## src/rtl/count_requester.sv

```systemverilog
// count_requester: initiator side of the start/done/count four-phase handshake.
// Runs the counter RUNS times per go, summing captured counts, with a wait timeout.
module count_requester #(
    parameter int RUNS    = 4,
    parameter int COUNT_W = 4,
    parameter int SUM_W   = 8,
    parameter int TIMEOUT = 64
) (
    input  logic               clk,
    input  logic               reset,
    input  logic               go,
    input  logic               done,
    input  logic [COUNT_W-1:0] count,
    output logic               start,
    output logic               busy,
    output logic [COUNT_W-1:0] last_count,
    output logic [SUM_W-1:0]   result_sum,
    output logic [7:0]         runs_done,
    output logic               finished,
    output logic               timeout_err
);

    localparam int WAIT_W = (TIMEOUT > 2) ? $clog2(TIMEOUT) : 1;
    localparam logic [WAIT_W-1:0] WAIT_LAST = WAIT_W'(TIMEOUT - 2);
    localparam logic [7:0] RUNS_L = 8'(RUNS);

    typedef enum logic [1:0] {
        IDLE,
        REQ,
        RELEASE,
        NEXT
    } state_t;

    state_t            state;
    logic [WAIT_W-1:0] wait_cnt;
    logic [SUM_W-1:0]  count_ext;
    logic              wait_expired;

    assign count_ext    = SUM_W'(count);
    // the edge that would make the wait reach TIMEOUT-1 cycles
    assign wait_expired = (wait_cnt == WAIT_LAST);

    always_ff @(posedge clk or negedge reset) begin
        if (!reset) begin
            state       <= IDLE;
            wait_cnt    <= '0;
            start       <= 1'b0;
            busy        <= 1'b0;
            last_count  <= '0;
            result_sum  <= '0;
            runs_done   <= '0;
            finished    <= 1'b0;
            timeout_err <= 1'b0;
        end else begin
            finished <= 1'b0;
            unique case (state)
                IDLE: begin
                    if (go && !done) begin
                        state       <= REQ;
                        start       <= 1'b1;
                        busy        <= 1'b1;
                        wait_cnt    <= '0;
                        result_sum  <= '0;
                        runs_done   <= '0;
                        timeout_err <= 1'b0;
                    end
                end
                REQ: begin
                    if (done) begin
                        state      <= RELEASE;
                        start      <= 1'b0;
                        wait_cnt   <= '0;
                        last_count <= count;
                        result_sum <= result_sum + count_ext;
                        runs_done  <= runs_done + 8'd1;
                    end else if (wait_expired) begin
                        state       <= IDLE;
                        start       <= 1'b0;
                        busy        <= 1'b0;
                        timeout_err <= 1'b1;
                    end else begin
                        wait_cnt <= wait_cnt + WAIT_W'(1);
                    end
                end
                RELEASE: begin
                    if (!done) begin
                        state <= NEXT;
                    end else if (wait_expired) begin
                        state       <= IDLE;
                        busy        <= 1'b0;
                        timeout_err <= 1'b1;
                    end else begin
                        wait_cnt <= wait_cnt + WAIT_W'(1);
                    end
                end
                NEXT: begin
                    if (runs_done == RUNS_L) begin
                        state    <= IDLE;
                        busy     <= 1'b0;
                        finished <= 1'b1;
                    end else begin
                        state    <= REQ;
                        start    <= 1'b1;
                        wait_cnt <= '0;
                    end
                end
                default: begin
                    state <= IDLE;
                    start <= 1'b0;
                    busy  <= 1'b0;
                end
            endcase
        end
    end

endmodule

```

## config.mk

```make
export PLATFORM = sky130hd
export DESIGN_NAME = count_requester
export DESIGN_NICKNAME = d
export VERILOG_FILES = /design/src/rtl/count_requester.sv
export SDC_FILE = /design/constraint.sdc
export NUM_CORES = 1
export LEC_CHECK = 0
export CAP_MARGIN = 20
export CORE_UTILIZATION = 53
export CTS_CLUSTER_DIAMETER = 60
export DETAILED_ROUTE_END_ITERATION = 8
export MAX_ROUTING_LAYER = met4
export PLACE_DENSITY = 0.8
export SKIP_LAST_GASP = 1
export SYNTH_ARGS = -nofsm -noshare
export SYNTH_HDL_FRONTEND = slang
export SYNTH_SLANG_ARGS = --single-unit
```

## constraint.sdc

```tcl
create_clock -name clk -period 2.4 [get_ports clk]
set_input_delay 0.48 -clock clk [delete_from_list [all_inputs] [get_ports clk]]
set_output_delay 0.48 -clock clk [all_outputs]
set_load 0.02 [all_outputs]
```

==> metrics <==
# placed instances=about 270; Detail Placement HPWL=around 3100 um; highest clock rate=463 MHz; number of global-route vias before repair=between 1500 and 2000; crit path DAT=2.44 ns; async set-or-reset flop fraction in the synthesized netlist=100%; Gate power share=between 50 and 60%; DIE HEIGHT=61.9 um; Max Cap Violations=0; fin. max-slew vios=0; Final period util=90.0%; Worst R2R Path Depth=6; multi-input logic area=between 1000 and 1500 um2; final setup fails=0; ranking of synthesized cells by area=dfrtp_1, ha_1, mux2_2, nand2_1, a21oi_1; net switching power=about 0.001 W; number of port buffers=31; global-route usage over all layers=about a quarter; Max IR drop VDD=just over 0.8 mV; CTS Hold Bufs=0; Fin. Hold Viols=0; number of flops mapped to enable cells by yosys=0; Worst Path Max Fanout=12; wire per inst=between 15 and 20 um; drt first pass iters=4; area growth from synthesis to layout=23.3%; drt drc=0; Worst Tran Pin Value=0.485 ns; critical path class=flop to flop; status=completed; Ys Warns=0; synth cell count leaders=dfrtp_1, nand2_1, ha_1, nor2_1, a21oi_1; IO Pins=32; total core area=about 3400 um2; vias=between 1500 and 2000; Clock Path Buffers=2; first-pass GRT wire length=~6800 um; filler instances=259; synthesized instance count=about 190; via-per-instance ratio=slightly below 6; RSZ-0062 raised after global routing=false; static leakage=~1.0 nW; Resized cells post-CTS=0; setup TNS=0 ns; clock skew=0.00581 ns; largest area contributor in the netlist=dfrtp_1; initial antenna violation count=0; Synth Flop Type=dfrtp_1; grt total ovfl=0; type of origin of the critical path=flop; Post-Syn Area=1900 um2; slew margin rel.=slightly below 70%; final cell count without fillers=274; Period minus WS final=around 2.2 ns; routability cong.=0.879; Nets=between 200 and 300; sequential area share after synthesis=approximately 42%; Reg area=801 um2; Clk pwr share=13.6%; Hold Crit Class=primary input to async pin; count leader, synth=dfrtp_1; Mean Syn Cell Area=roughly 10 um2; Clock transition at path regs=0.09 ns; initial drt markers=just over 70; post-synth cell types=52; Post-CTS Setup Bufs=0; Sequential Power Share=between 30% and 40%; top-area cell type share of the netlist area=a little over two fifths; clk_lat worst skew=between 0.3 and 0.4 ns; Worst setup EP type=flop; Post-Route WL=4170 um; Yosys reg bits=32; Critical Path RT=2.68 ns; largest net degree at the start of global routing=33; Die ar.=~3800 um2; PwrDens=between 1000 and 1500 nW/um2; H-tree levels=2; net count after synthesis=210; root buffer cell=clkbuf_4; cell row count=21; Int Power=~0.0014 W; CTS tree=done; die width=a little over 60 um; Num CTS Buffers=5; Initial Util=a little under three fifths; DRT antenna net count=0; Num Clock Sinks=32; share of cells above drive strength 1=13.2%; n_diodes=0; switch share=between 40% and 50%
power by group through the flow:
stage / clock network [W] / registers (W) / logic, W
2_1_floorplan: 0 / 0.000951 / 0.000672
3_3_place_gp: 0 / 0.000823 / 0.00120
3_5_place_dp: 0 / 0.000838 / 0.00125
4_1_cts: 0.000339 / 0.000830 / 0.00125
5_1_grt: 0.000360 / 0.000852 / 0.00138
6_report: 0.000327 / 0.000831 / 0.00125
final cells by class:
class / count / share of cell area [%]
multi-input cells: 140 / 43.7
flip-flops and latches: 32 / 34.1
inverters: 9 / 1.44
clock buffers: 8 / 2.51
repair buffers: 39 / 15.8
well taps: 46 / 2.45
registers in the layout, indices dropped and copies added (netlist names):
name         flops
finished         1
busy             1
result_sum       8
runs_done        8
last_count       4
wait_cnt         6
timeout_err      1
start            1
state            2
routing by layer:
metal | wire length [um] | vias to the layer above | share of wire (%) | global-route usage, %
met1 | 1920 | 800 | 46 | 32.8
met4 | 71 | 0 | 1.7 | 11.4
met5 | 0 | - | 0 | -
met2 | 1990 | 45 | 48 | 40.0
met3 | 191 | 7 | 4.6 | 6.83
li1 | - | 767 | - | -
worst paths after layout:
kind                       slack [ns]         from            end
max in group asynchronous        1.58        reset  result_sum[7]
min in group clk                 0.52  timeout_err    timeout_err
max                              0.24     state[1]  result_sum[7]
max reg2reg                      0.24     state[1]  result_sum[7]
min                              0.52        reset   runs_done[0]
min reg2reg                      0.52  timeout_err    timeout_err
critical path: stages (launching register included):
cell and delay, ns:
dfrtp_1 0.48, inv_1 0.12, ha_1 0.33, and4bb_2 0.40
nor2_4 0.09, or4_1 0.51, a21oi_1 0.15
through the flow:
step	hold slack (ns)	total power, W	utilization (%)	instance area (um2)	worst slack [ns]
after floorplan	0.184	0.00162	-	1900	0.485
after global placement	0.488	0.00202	67.5	2290	0.148
after detailed placement	0.497	0.00209	67.5	2290	0.0898
after CTS	0.523	0.00242	69.3	2350	0.249
after global routing	0.536	0.00259	69.3	2350	0.121
final	0.517	0.00241	69.3	2350	0.240
cell families after synthesis:
family,synth area share [%]
fa+ha+maj,10.2
mux,4.07
simple gates,17.3
buf+inv,4.07
xor+xnor,4.14
compound gates,18.1
flops,42.1
cell usage in the layout (no fill, tap or decap), types with 4 or more instances in the layout:
master           count
a211oi_1             4
a21oi_1             10
a31oi_1              4
and3_1               4
buf_4                8
clkbuf_4             5
clkdlybuf4s50_1     31
dfrtp_1             32
ha_1                14
inv_1                9
mux2_2               6
nand2_1             15
nand3_1              8
nor2_1              11
o21ai_0              7
xnor2_1              5
xor2_1               4
Note: power is estimated with default switching activity, not from simulation.
